$ cat config.mk
export PLATFORM = sky130hd
export DESIGN_NAME = cpu_sequencer_flat
export DESIGN_NICKNAME = d
export VERILOG_FILES = /design/src/rtl/cpu_sequencer_pkg.sv /design/src/rtl/cpu_sequencer_if.sv /design/src/rtl/cpu_sequencer_decode.sv /design/src/rtl/cpu_sequencer.sv /design/src/flat_wrapper.sv
export SDC_FILE = /design/constraint.sdc
export NUM_CORES = 1
export LEC_CHECK = 0
export ABC_AREA = 1
export ABC_CLOCK_PERIOD_IN_PS = 1150
export CAP_MARGIN = 20
export CORE_AREA = 10 10 50 71
export CTS_BUF_LIST = sky130_fd_sc_hd__clkbuf_8 sky130_fd_sc_hd__clkbuf_16
export CTS_CLUSTER_SIZE = 28
export DETAILED_ROUTE_END_ITERATION = 10
export DIE_AREA = 0 0 60 81
export PLACE_DENSITY = 0.75
export RECOVER_POWER = 50
export SLEW_MARGIN = 40
export SYNTH_ARGS = -nofsm -noshare
export SYNTH_HDL_FRONTEND = slang
export SYNTH_SLANG_ARGS = --single-unit
$ cat constraint.sdc
create_clock -name clk -period 1.15 [get_ports clk]
set_clock_uncertainty 0.05 [all_clocks]
set_input_delay 0.115 -clock clk [delete_from_list [all_inputs] [get_ports clk]]
set_output_delay 0.115 -clock clk [all_outputs]
set_load 0.01 [all_outputs]
$ cat src/rtl/cpu_sequencer_pkg.sv
// Shared constants for the multicycle CPU sequencer: opcodes, state
// encodings, register/write-back selects and memory commands.
package cpu_pkg;

  localparam int ST_W = 5;

  localparam logic [2:0] OPC_LDR  = 3'b011;
  localparam logic [2:0] OPC_STR  = 3'b100;
  localparam logic [2:0] OPC_ALU  = 3'b101;
  localparam logic [2:0] OPC_MOV  = 3'b110;
  localparam logic [2:0] OPC_HALT = 3'b111;

  localparam logic [1:0] OP_MOV_REG = 2'b00;
  localparam logic [1:0] OP_MOV_IMM = 2'b10;
  localparam logic [1:0] OP_ADD     = 2'b00;
  localparam logic [1:0] OP_CMP     = 2'b01;
  localparam logic [1:0] OP_AND     = 2'b10;
  localparam logic [1:0] OP_MVN     = 2'b11;
  localparam logic [1:0] OP_MEM     = 2'b00;

  localparam logic [2:0] NSEL_NONE = 3'b000;
  localparam logic [2:0] NSEL_RN   = 3'b001;
  localparam logic [2:0] NSEL_RD   = 3'b010;
  localparam logic [2:0] NSEL_RM   = 3'b100;

  localparam logic [3:0] VSEL_NONE   = 4'b0000;
  localparam logic [3:0] VSEL_MDATA  = 4'b0001;
  localparam logic [3:0] VSEL_SXIMM8 = 4'b0010;
  localparam logic [3:0] VSEL_PC     = 4'b0100;
  localparam logic [3:0] VSEL_C      = 4'b1000;

  localparam logic [1:0] MEM_NONE  = 2'b00;
  localparam logic [1:0] MEM_READ  = 2'b01;
  localparam logic [1:0] MEM_WRITE = 2'b10;

  typedef enum logic [ST_W-1:0] {
    S_RST     = 5'd0,
    S_IF1     = 5'd1,
    S_IF2     = 5'd2,
    S_UPD_PC  = 5'd3,
    S_DECODE  = 5'd4,
    S_WR_IMM  = 5'd5,
    S_GET_A   = 5'd6,
    S_GET_B   = 5'd7,
    S_EXEC    = 5'd8,
    S_WR_REG  = 5'd9,
    S_CMP_EX  = 5'd10,
    S_ADDR    = 5'd11,
    S_LD_ADDR = 5'd12,
    S_MEM_RD  = 5'd13,
    S_WR_MEM  = 5'd14,
    S_GET_RD  = 5'd15,
    S_ST_EX   = 5'd16,
    S_MEM_WR  = 5'd17,
    S_HALT    = 5'd18
  } state_t;

  // Instruction class latched in DECODE; steers shared states later on.
  typedef enum logic [2:0] {
    INS_MOVI  = 3'd0,
    INS_SHIFT = 3'd1,
    INS_ALU   = 3'd2,
    INS_CMP   = 3'd3,
    INS_LDR   = 3'd4,
    INS_STR   = 3'd5,
    INS_HALT  = 3'd6
  } ins_t;

endpackage

$ cat src/rtl/cpu_sequencer_if.sv
// Control bus between the sequencer (master) and the CPU datapath/memory
// (slave). mem_ready exists only when CPU_SEQ_MEM_WAIT_EN is defined.
interface cpu_sequencer_if
  import cpu_pkg::*;
#(
  parameter int STATE_W = ST_W
);
  logic [2:0]         opcode;
  logic [1:0]         op;
`ifdef CPU_SEQ_MEM_WAIT_EN
  logic               mem_ready;
`endif
  logic [2:0]         nsel;
  logic [3:0]         vsel;
  logic               write;
  logic               loada;
  logic               loadb;
  logic               loadc;
  logic               loads;
  logic               asel;
  logic               bsel;
  logic               loadir;
  logic               loadpc;
  logic               reset_pc;
  logic               addr_sel;
  logic               load_addr;
  logic [1:0]         mem_cmd;
  logic               halted;
  logic [STATE_W-1:0] state_out;

  modport master (
    input  opcode, op,
`ifdef CPU_SEQ_MEM_WAIT_EN
    input  mem_ready,
`endif
    output nsel, vsel, write, loada, loadb, loadc, loads, asel, bsel,
           loadir, loadpc, reset_pc, addr_sel, load_addr, mem_cmd,
           halted, state_out
  );

  modport slave (
    output opcode, op,
`ifdef CPU_SEQ_MEM_WAIT_EN
    output mem_ready,
`endif
    input  nsel, vsel, write, loada, loadb, loadc, loads, asel, bsel,
           loadir, loadpc, reset_pc, addr_sel, load_addr, mem_cmd,
           halted, state_out
  );

endinterface

$ cat src/rtl/cpu_sequencer_decode.sv
// Combinational instruction decode: {opcode, op} -> first execute state,
// instruction class and an illegal-encoding flag.
module cpu_seq_decode
  import cpu_pkg::*;
(
  input  logic [2:0] opcode,
  input  logic [1:0] op,
  output state_t     first_state,
  output ins_t       ins,
  output logic       illegal
);

  always_comb begin
    first_state = S_HALT;
    ins         = INS_HALT;
    illegal     = 1'b1;
    case (opcode)
      OPC_MOV: begin
        if (op == OP_MOV_IMM) begin
          first_state = S_WR_IMM;
          ins         = INS_MOVI;
          illegal     = 1'b0;
        end else if (op == OP_MOV_REG) begin
          first_state = S_GET_B;
          ins         = INS_SHIFT;
          illegal     = 1'b0;
        end
      end
      OPC_ALU: begin
        illegal = 1'b0;
        case (op)
          OP_MVN: begin
            first_state = S_GET_B;
            ins         = INS_SHIFT;
          end
          OP_CMP: begin
            first_state = S_GET_A;
            ins         = INS_CMP;
          end
          default: begin
            first_state = S_GET_A;
            ins         = INS_ALU;
          end
        endcase
      end
      OPC_LDR: begin
        if (op == OP_MEM) begin
          first_state = S_GET_A;
          ins         = INS_LDR;
          illegal     = 1'b0;
        end
      end
      OPC_STR: begin
        if (op == OP_MEM) begin
          first_state = S_GET_A;
          ins         = INS_STR;
          illegal     = 1'b0;
        end
      end
      OPC_HALT: begin
        first_state = S_HALT;
        ins         = INS_HALT;
        illegal     = 1'b0;
      end
      default: ;
    endcase
  end

endmodule

$ cat src/rtl/cpu_sequencer.sv
// Multicycle control FSM for the 16-bit RISC CPU: fetch, decode, ALU,
// load/store and halt. CPU_SEQ_MEM_WAIT_EN adds mem_ready wait states.
module cpu_sequencer
  import cpu_pkg::*;
#(
  parameter int STATE_W = ST_W
) (
  input  logic             clk,
  input  logic             reset,
  cpu_sequencer_if.master  bus
);

  state_t state_q, state_d;
  ins_t   ins_q, ins_d;
  state_t dec_state;
  ins_t   dec_ins;
  logic   dec_illegal;
  logic   mem_ok;

`ifdef CPU_SEQ_MEM_WAIT_EN
  assign mem_ok = bus.mem_ready;
`else
  assign mem_ok = 1'b1;
`endif

  cpu_seq_decode u_decode (
    .opcode      (bus.opcode),
    .op          (bus.op),
    .first_state (dec_state),
    .ins         (dec_ins),
    .illegal     (dec_illegal)
  );

  always_ff @(posedge clk or posedge reset) begin
    if (reset) begin
      state_q <= S_RST;
      ins_q   <= INS_HALT;
    end else begin
      state_q <= state_d;
      ins_q   <= ins_d;
    end
  end

  assign bus.state_out = STATE_W'(state_q);

  always_comb begin
    state_d       = state_q;
    ins_d         = ins_q;
    bus.nsel      = NSEL_NONE;
    bus.vsel      = VSEL_NONE;
    bus.write     = 1'b0;
    bus.loada     = 1'b0;
    bus.loadb     = 1'b0;
    bus.loadc     = 1'b0;
    bus.loads     = 1'b0;
    bus.asel      = 1'b0;
    bus.bsel      = 1'b0;
    bus.loadir    = 1'b0;
    bus.loadpc    = 1'b0;
    bus.reset_pc  = 1'b0;
    bus.addr_sel  = 1'b0;
    bus.load_addr = 1'b0;
    bus.mem_cmd   = MEM_NONE;
    bus.halted    = 1'b0;

    case (state_q)
      S_RST: begin
        bus.reset_pc = 1'b1;
        bus.loadpc   = 1'b1;
        state_d      = S_IF1;
      end
      S_IF1: begin
        bus.addr_sel = 1'b1;
        bus.mem_cmd  = MEM_READ;
        state_d      = S_IF2;
      end
      S_IF2: begin
        bus.addr_sel = 1'b1;
        bus.mem_cmd  = MEM_READ;
        bus.loadir   = mem_ok;
        if (mem_ok) state_d = S_UPD_PC;
      end
      S_UPD_PC: begin
        bus.loadpc = 1'b1;
        state_d    = S_DECODE;
      end
      S_DECODE: begin
        // Only cycle in which opcode/op are looked at.
        state_d = dec_illegal ? S_HALT   : dec_state;
        ins_d   = dec_illegal ? INS_HALT : dec_ins;
      end
      S_WR_IMM: begin
        bus.nsel  = NSEL_RN;
        bus.vsel  = VSEL_SXIMM8;
        bus.write = 1'b1;
        state_d   = S_IF1;
      end
      S_GET_A: begin
        bus.nsel  = NSEL_RN;
        bus.loada = 1'b1;
        state_d   = (ins_q == INS_LDR || ins_q == INS_STR) ? S_ADDR : S_GET_B;
      end
      S_GET_B: begin
        bus.nsel  = NSEL_RM;
        bus.loadb = 1'b1;
        state_d   = (ins_q == INS_CMP) ? S_CMP_EX : S_EXEC;
      end
      S_EXEC: begin
        // MOV reg / MVN pass B through the ALU with A forced to zero.
        bus.asel  = (ins_q == INS_SHIFT);
        bus.loadc = 1'b1;
        state_d   = S_WR_REG;
      end
      S_WR_REG: begin
        bus.nsel  = NSEL_RD;
        bus.vsel  = VSEL_C;
        bus.write = 1'b1;
        state_d   = S_IF1;
      end
      S_CMP_EX: begin
        bus.loads = 1'b1;
        state_d   = S_IF1;
      end
      S_ADDR: begin
        bus.bsel  = 1'b1;
        bus.loadc = 1'b1;
        state_d   = S_LD_ADDR;
      end
      S_LD_ADDR: begin
        bus.load_addr = 1'b1;
        state_d       = (ins_q == INS_STR) ? S_GET_RD : S_MEM_RD;
      end
      S_MEM_RD: begin
        bus.mem_cmd = MEM_READ;
        state_d     = S_WR_MEM;
      end
      S_WR_MEM: begin
        bus.mem_cmd = MEM_READ;
        bus.nsel    = NSEL_RD;
        bus.vsel    = VSEL_MDATA;
        bus.write   = mem_ok;
        if (mem_ok) state_d = S_IF1;
      end
      S_GET_RD: begin
        bus.nsel  = NSEL_RD;
        bus.loadb = 1'b1;
        state_d   = S_ST_EX;
      end
      S_ST_EX: begin
        bus.asel  = 1'b1;
        bus.loadc = 1'b1;
        state_d   = S_MEM_WR;
      end
      S_MEM_WR: begin
        bus.mem_cmd = MEM_WRITE;
        if (mem_ok) state_d = S_IF1;
      end
      S_HALT: begin
        bus.halted = 1'b1;
      end
      default: begin
        state_d = S_HALT;
      end
    endcase
  end

endmodule

$ cat src/flat_wrapper.sv
// flat-port wrapper written by rule: the top's interface ports become plain ports
module cpu_sequencer_flat import cpu_pkg::*;
#(
  parameter int STATE_W = ST_W
)
  (clk, reset, bus_opcode, bus_op, bus_nsel, bus_vsel, bus_write, bus_loada, bus_loadb, bus_loadc, bus_loads, bus_asel, bus_bsel, bus_loadir, bus_loadpc, bus_reset_pc, bus_addr_sel, bus_load_addr, bus_mem_cmd, bus_halted, bus_state_out);
  cpu_sequencer_if #(.STATE_W(STATE_W)) bus_i ();
  input  logic clk;
  input  logic reset;
  input wire logic [$bits(bus_i.opcode)-1:0] bus_opcode;
  input wire logic [$bits(bus_i.op)-1:0] bus_op;
  output wire logic [$bits(bus_i.nsel)-1:0] bus_nsel;
  output wire logic [$bits(bus_i.vsel)-1:0] bus_vsel;
  output wire logic [$bits(bus_i.write)-1:0] bus_write;
  output wire logic [$bits(bus_i.loada)-1:0] bus_loada;
  output wire logic [$bits(bus_i.loadb)-1:0] bus_loadb;
  output wire logic [$bits(bus_i.loadc)-1:0] bus_loadc;
  output wire logic [$bits(bus_i.loads)-1:0] bus_loads;
  output wire logic [$bits(bus_i.asel)-1:0] bus_asel;
  output wire logic [$bits(bus_i.bsel)-1:0] bus_bsel;
  output wire logic [$bits(bus_i.loadir)-1:0] bus_loadir;
  output wire logic [$bits(bus_i.loadpc)-1:0] bus_loadpc;
  output wire logic [$bits(bus_i.reset_pc)-1:0] bus_reset_pc;
  output wire logic [$bits(bus_i.addr_sel)-1:0] bus_addr_sel;
  output wire logic [$bits(bus_i.load_addr)-1:0] bus_load_addr;
  output wire logic [$bits(bus_i.mem_cmd)-1:0] bus_mem_cmd;
  output wire logic [$bits(bus_i.halted)-1:0] bus_halted;
  output wire logic [$bits(bus_i.state_out)-1:0] bus_state_out;
  assign bus_i.opcode = bus_opcode;
  assign bus_i.op = bus_op;
  assign bus_nsel = bus_i.nsel;
  assign bus_vsel = bus_i.vsel;
  assign bus_write = bus_i.write;
  assign bus_loada = bus_i.loada;
  assign bus_loadb = bus_i.loadb;
  assign bus_loadc = bus_i.loadc;
  assign bus_loads = bus_i.loads;
  assign bus_asel = bus_i.asel;
  assign bus_bsel = bus_i.bsel;
  assign bus_loadir = bus_i.loadir;
  assign bus_loadpc = bus_i.loadpc;
  assign bus_reset_pc = bus_i.reset_pc;
  assign bus_addr_sel = bus_i.addr_sel;
  assign bus_load_addr = bus_i.load_addr;
  assign bus_mem_cmd = bus_i.mem_cmd;
  assign bus_halted = bus_i.halted;
  assign bus_state_out = bus_i.state_out;
  cpu_sequencer #(.STATE_W(STATE_W)) u_core (.clk(clk), .reset(reset), .bus(bus_i));
endmodule
* Word level (Yosys, flattened, before mapping) *
Index checks and enable logic that the tools add are counted.

cells by class
  eq/ne operators = 30
  muxes and demuxes = 36
  reductions and logical operators = 14

operators by type and width
  operator              count
  $pmux W5 S14          1
  $eq A5 B4 Y1 const B  8
  $eq A5 B3 Y1 const B  4
  $mux W5               4
  $eq A3 B3 Y1 const B  6
  $eq A5 B5 Y1 const B  3
  $mux W1               15
  $pmux W5 S3           1
  $pmux W3 S4           1
  $pmux W4 S3           1
  $reduce_or A2 Y1      6
  $eq A5 B2 Y1 const B  2
  $mux W3               3
  $pmux W3 S3           1
  $reduce_or A3 Y1      3
  $mux W2               4
  $pmux W2 S2           2
  $eq A3 B2 Y1 const B  2
  $reduce_or A6 Y1      1
  $eq A5 B1 Y1 const B  1
  $logic_not A5 Y1      1
  $eq A2 B2 Y1 const B  2
  $mux W4               1
  $reduce_or A4 Y1      1
  6 further kinds       6

storage, ports and cells
  register bits after elaboration = 8
  bits of input ports = 7
  output and inout port bits = 27
  word-level logic and storage cells = 82

* Logic depth before layout (Yosys ltp) *
Gate-level depths: netlist (run 1).

  depth after elaboration = 6
  gate-level depth with buffers = 8
  gate-level depth less buffers = 8

* Hierarchy *
A second synthesis (run 1) with hierarchy kept.

unflattened totals
  cell total of the unflattened synthesis = 152
  area total of the unflattened synthesis = 882.1 sq um

by module, submodules not included
  module          instances  cells an instance  area each (sq um)  seq. area each (sq um)
  cpu_sequencer   1          119                726.9              202.7
  cpu_seq_decode  1          33                 155.1              0.0

* Worst setup path after synthesis (run 1) *
OpenSTA, ideal clock, no wires.

  path type = reg-to-output
  from = register u_core.state_q[0] (netlist: u_core.bus.state_out[0])
  to = output bus_asel
  data arrival time = 1143 ps
  setup slack = -158 ps
  cell stages (with the launch flop) = 6
  buffers on the path = 0
  cells stage by stage = dfrtp_1 > nor2_2 > inv_1 > nor2_1 > nand2_1 > o21ai_0

between the ends
  word-level cells in the longest chain between the ends = 2
  elaborated cells between the ends (all ways) = 3
  classes of those cells = eq/ne: 2; mux: 1

ends and longest elaborated chain
  item                                                 RTL line             RTL
  start: declaration                                   cpu_sequencer.sv:13  state_t state_q, state_d;
  start signal: assignment                             cpu_sequencer.sv:39  state_q <= state_d;
  $eq A5 B5 Y1 / $eq A5 B4 Y1 (equally long branches)  cpu_sequencer.sv:66  case (state_q)
  $pmux W1 S2 *                                        cpu_sequencer.sv:66
  end: declaration                                     flat_wrapper.sv:19   output wire logic [$bits(bus_i.asel)-1:0] bus_asel;

Mark *: on every way between the ends. The rest lies on a longest branch, timed or not.

* Final worst setup path (run 1) *
  from = register u_core.state_q[0] (netlist: u_core.bus.state_out[0])
  to = output bus_loadpc

between the ends
  word-level cells in the longest chain between the ends = 3
  elaborated cells between the ends (all ways) = 4
  classes of those cells = eq/ne: 1; mux: 1; reduce/logical: 2

ends and longest elaborated chain
  item                                                     RTL line             RTL
  $eq A5 B2 Y1 / $logic_not A5 Y1 (equally long branches)  cpu_sequencer.sv:66
  $reduce_or A2 Y1 (no line) *                             n/a
  $mux W1 *                                                cpu_sequencer.sv:66
  end: declaration                                         flat_wrapper.sv:22   output wire logic [$bits(bus_i.loadpc)-1:0] bus_loadpc;

Marks and branches as above.

==> results of run 1 <==
## kinds of logic (layout without fill, tap and decap cells)
kind of cell	count (synthesis)	count (layout)	share of synthesized area
compound gates	12	12	0.0774
buf+inv	33	131	0.164
flops	8	8	0.246
other cells	1	1	0.00455
simple gates	90	90	0.508
## how the worst min path moves through the flow
stage	from	endpoint	cells past startpoint
3_3_place_gp	reset	u_core.bus.state_out[4]$_DFFE_PP0N_	2
2_1_floorplan	reset	u_core.bus.state_out[4]$_DFFE_PP0N_	1
5_1_grt	reset	u_core.ins_q[0]$_DFFE_PP0P_	2
3_5_place_dp	reset	u_core.ins_q[0]$_DFFE_PP0P_	2
6_report	reset	u_core.ins_q[0]$_DFFE_PP0P_	2
4_1_cts	reset	u_core.ins_q[0]$_DFFE_PP0P_	2
## power by group through the flow
stage / registers, uW / logic (uW) / clock network (uW)
2_1_floorplan: 287 / 26.3 / 0
3_3_place_gp: 287 / 61.6 / 0
3_5_place_dp: 287 / 66.7 / 0
4_1_cts: 283 / 67.0 / 336
5_1_grt: 283 / 75.1 / 346
6_report: 283 / 68.0 / 332
## stage by stage
| step | total power (uW) | TNS, ns | cell area, um2 | setup slack [ns] |
|---|---|---|---|---|
| final | 683 | -12.18 | 2010 | -0.542 |
| after global routing | 704 | -13.58 | 2010 | -0.582 |
| after CTS | 686 | -10.17 | 1780 | -0.426 |
| after detailed placement | 353 | -14.03 | 1510 | -0.627 |
| after floorplan | 313 | -0.424 | 870 | -0.0684 |
| after global placement | 348 | -13.57 | 1510 | -0.649 |
## worst max-delay path: stages, from the launching register on
cell	delay (ns)
dfrtp_2	0.43
buf_6	0.13
nor2_4	0.14
buf_6	0.15
nand2_4	0.06
o22ai_1	0.21
buf_2	0.18
## cell type report
| type | count | share of cell area |
|---|---|---|
| clock buffers | 3 | 0.0206 |
| inverters | 31 | 0.0642 |
| multi-input cells | 103 | 0.356 |
| flip-flops and latches | 8 | 0.104 |
| well taps | 24 | 0.0150 |
| repair buffers | 96 | 0.436 |
| repair inverters | 1 | 0.00374 |
## synth_stat cells, drive strengths merged
master / instances / area, um2
inv: 31 / 116
dfrtp: 6 / 150
nor4: 1 / 6.26
nor2: 29 / 134
nand4: 2 / 12.5
conb: 1 / 3.75
nand2: 35 / 131
buf: 2 / 18.8
o211ai: 1 / 7.51
o22ai: 1 / 6.26
a21oi: 1 / 5.00
nand3: 23 / 135
o21ai: 9 / 45.0
dfstp: 2 / 52.6
## what timing repair did
action,in CTS,in global routing
setup endpoints to repair,34,33
endpoints found under the hold margin,0,0
gates cloned,1,0
pin swaps,22,19
buffers inserted,17,9
gates resized for setup,145,55
## layer usage
| layer | vias to the layer above | share of wire |
|---|---|---|
| li1 | 645 | - |
| met1 | 682 | 0.34 |
| met2 | 77 | 0.56 |
| met3 | 32 | 0.042 |
| met4 | 0 | 0.061 |
| met5 | - | 0 |
## state kept, by name (all words and copies together), names as in the netlist
name                  flops
u_core.bus.state_out      5
u_core.ins_q              3
==> reports/metrics.cfg, run 1 <==
[place]
dp.cells=239
numPortBuffers=32
hpwl_um=2780
place_congestion=0.928

[worst_setup_path]
rr_endpoint=u_core.bus.state_out[1]$_DFFE_PP0N_
arrival_ns=1.53
crit_start=u_core.bus.state_out[0]$_DFFE_PP0N_
required_ns=0.99
crit_end=bus_loadpc
worst-r2r-cell-count=8
crit-reg2reg-launch=u_core.bus.state_out[2]$_DFFE_PP0N_
rrSetupSlack_ns=-0.50
cp_max_fo=4
end_kind=primary output
path_class=register to primary output
crit_path_start_kind=register

[drt]
dr.pass1.iters=4
avgViaCountPerCell=5.40
wl_per_cell_um=19.1
wirelength_um=5070
antenna_left=0
drc_errors=0
vias=1436
drt_iter0_drc=84

[global_route]
use_met3=0.0296
grt_use_met1=0.167
track_usage=0.177
grt_pass1_vias=1431
gr-usage-met2=0.352
antenna_found_initial=0
grt_pass1_wl_um=6870
grt.busiest_layer=met2
grt_max_degree=9
grt_overflow=0

[final_layout]
fillCellCount=130
nets=251
final_cell_mix=40 x buf_6, 36 x buf_4, 23 x nand2_1
final_util=0.848
area_growth_pct=143
final_cells=266
multi_input_area_um2=714
diodes=0
register_area_um2=209
drive_gt1_frac=0.657
final_common_cell=buf_6

[clock_network]
clockBufferDepth=2
path_clk_slew_ns=0.04
clock_sinks=8
htreeDepth=1
cts_buffers=3
insertion_delay_ns=0.23
hold_buffers=0
root_buffer=clkbuf_8
cts_tree=done

[die]
die_w_um=60
start_util=0.348
io_pins=34
die-area_mm2=0.00486
core_area_mm2=0.00237
die_y_um=81
fp-row-count=22

[flow_run]
maxCapViolations=0

[synth]
syn_inst=144
ys_seq_area_frac=0.246
synth_fp_nets=151
netlist_area_um2=825
synth_cell_types=20
synth_seq_cells=8
yosysWarnings=0
avgSynthCellArea_um2=5.73

[pwr]
max-vdd-ir-drop_uv=815
clkPwrFrac=0.486
p_sw_uw=141
p_int_uw=542
p_leak_uw=0.00107
p_sw_frac=0.207
power_frac_comb=0.100
power.density_mw_per_mm2=340
p_seq_frac=0.414

[timing]
fin_ws_ns=-0.542
whs_ns=0.217
setup_viol=32
hold_viol=0
slew_violations=0
period_needed_ns=1.69
timing.fmax_mhz=591
period_share=1.47
grt_setup_unrepaired=true

[outcome]
violations=negative setup slack
status=finished with violations

[min_path]
hold_class=input port to async pin

Power figures use the tool's default switching activity.
==> inputs of run 2 (changes only) <==
CTS_CLUSTER_SIZE = 25   (was 28)
SETUP_SLACK_MARGIN = 0.05   (was default)
==> reports/metrics.cfg, run 2 (synthesized netlist as in run 1, its figures left out) <==
[outcome]
status=finished with violations
violations=negative setup slack

[place]
numPortBuffers=32
place_congestion=0.946
placed_area_mm2=0.00149
dp.cells=236
hpwl_um=2760

[min_path]
hold_class=input port to async pin

[drt]
drt_iter0_drc=56
antenna_left=0
wl_per_cell_um=18.0
drc_errors=0
avgViaCountPerCell=5.32
wirelength_um=4670
vias=1379
dr.pass1.iters=4

[timing]
fin_ws_ns=-0.555
grt_setup_unrepaired=true
period_share=1.48
setup_viol=29
hold_viol=0
fin_setup_tns_ns=-11.60
period_needed_ns=1.70
slew_violations=0
timing.fmax_mhz=587
whs_ns=0.220

[final_layout]
final_cells=259
drive_gt1_frac=0.681
final_cell_mix=36 x buf_6, 34 x buf_4, 23 x nand2_1
finalInstanceArea_mm2=0.00196
largest_reg_flops=5
nets=244
final_common_cell=buf_6
diodes=0
area_growth_pct=137

[die]
die_y_um=81
io_pins=34
die_w_um=60
die-area_mm2=0.00486
start_util=0.348
core_area_mm2=0.00237
fp-row-count=22

[worst_setup_path]
required_ns=0.99
crit_path_start_kind=register
slowest_delay_ns=0.43
cp_top_family=simple AND/OR/NAND/NOR gates
arrival_ns=1.54
worst-path-stages=7
cp_max_fo=5
slowest_stage=dfrtp_2
worst-path-buf-inv=3
worst-r2r-cell-count=10
path_class=register to primary output
path_cells=buf_6 -> nor2_4 -> nand3_2 -> inv_2 -> nor2_1 -> nand2_1 -> buf_2
end_kind=primary output

[pwr]
p_seq_frac=0.413
p_sw_frac=0.211
p_int_uw=541
clkPwrFrac=0.486
p_leak_uw=0.00109
power.density_mw_per_mm2=350
max-vdd-ir-drop_uv=772
power_frac_comb=0.101
p_sw_uw=145

[global_route]
antenna_found_initial=0
grt_pass1_vias=1468
grt_max_degree=9
grt_overflow=0
track_usage=0.167
grt_pass1_wl_um=6480

[clock_network]
clock_sinks=8
root_buffer=clkbuf_8
insertion_delay_ns=0.23
cts_tree=done
cts_buffers=3
clockBufferDepth=2
htreeDepth=1
hold_buffers=0
path_clk_slew_ns=0.04

[flow_run]
maxCapViolations=0

==> run 2: changes by cell type in the layout (fill, tap and decap cells not counted), sizes merged <==
cell	change
buf	-5
clkinvlp	-1
dlygate4sd2	-1
==> run 2: power groups by stage <==
stage | registers (uW) | logic (uW) | clock network (uW)
after floorplan | 287 | 26.4 | 0
after global placement | 287 | 59.0 | 0
after detailed placement | 287 | 63.1 | 0
after CTS | 283 | 63.7 | 334
after global routing | 283 | 77.2 | 350
final | 283 | 69.3 | 333
==> run 2: routing by layer <==
| layer | vias up | global-route usage | share of wire |
|---|---|---|---|
| met3 | 25 | 0.0343 | 0.052 |
| li1 | 630 | - | - |
| met4 | 0 | 0.0991 | 0.062 |
| met5 | - | 0 | 0 |
| met1 | 659 | 0.137 | 0.32 |
| met2 | 65 | 0.337 | 0.56 |
==> run 2: metrics by stage <==
stage,utilization,total power [uW],setup slack (ns)
3_3_place_gp,0.631,346,-0.558
4_1_cts,0.720,680,-0.426
3_5_place_dp,0.631,350,-0.595
6_report,0.827,685,-0.555
2_1_floorplan,-,313,-0.0684
5_1_grt,0.827,710,-0.601
==> run 2: timing repair <==
item,in CTS,in global routing
setup buffers,14,10
gates resized for setup,150,56
setup endpoints to repair,34,34
hold endpoints to repair,0,0
pin swaps,13,18
==> run 2: area by class of cell <==
class                      count  area (um2)
timing repair buffer          90         812
fill                         133         410
sequential                     8         209
multi-input combinational    103         728
clock buffer                   3        41.3
inverter                      31         136
tap                           24        30.0
==> run 2: path summary, 6_finish.rpt <==
| path | slack [ns] | from | end |
|---|---|---|---|
| worst min-delay path | 0.22 | reset | u_core.ins_q[0]$_DFFE_PP0P_ |
| max in group asynchronous | 0.55 | reset | u_core.ins_q[1]$_DFFE_PP1P_ |
| worst min register to register | 0.55 | u_core.ins_q[0]$_DFFE_PP0P_ | u_core.ins_q[0]$_DFFE_PP0P_ |
| worst max-delay path | -0.55 | u_core.bus.state_out[1]$_DFFE_PP0N_ | bus_nsel[1] |
| worst max register to register | -0.48 | u_core.bus.state_out[2]$_DFFE_PP0N_ | u_core.bus.state_out[1]$_DFFE_PP0N_ |
| min in group clk | 0.55 | u_core.ins_q[0]$_DFFE_PP0P_ | u_core.ins_q[0]$_DFFE_PP0P_ |
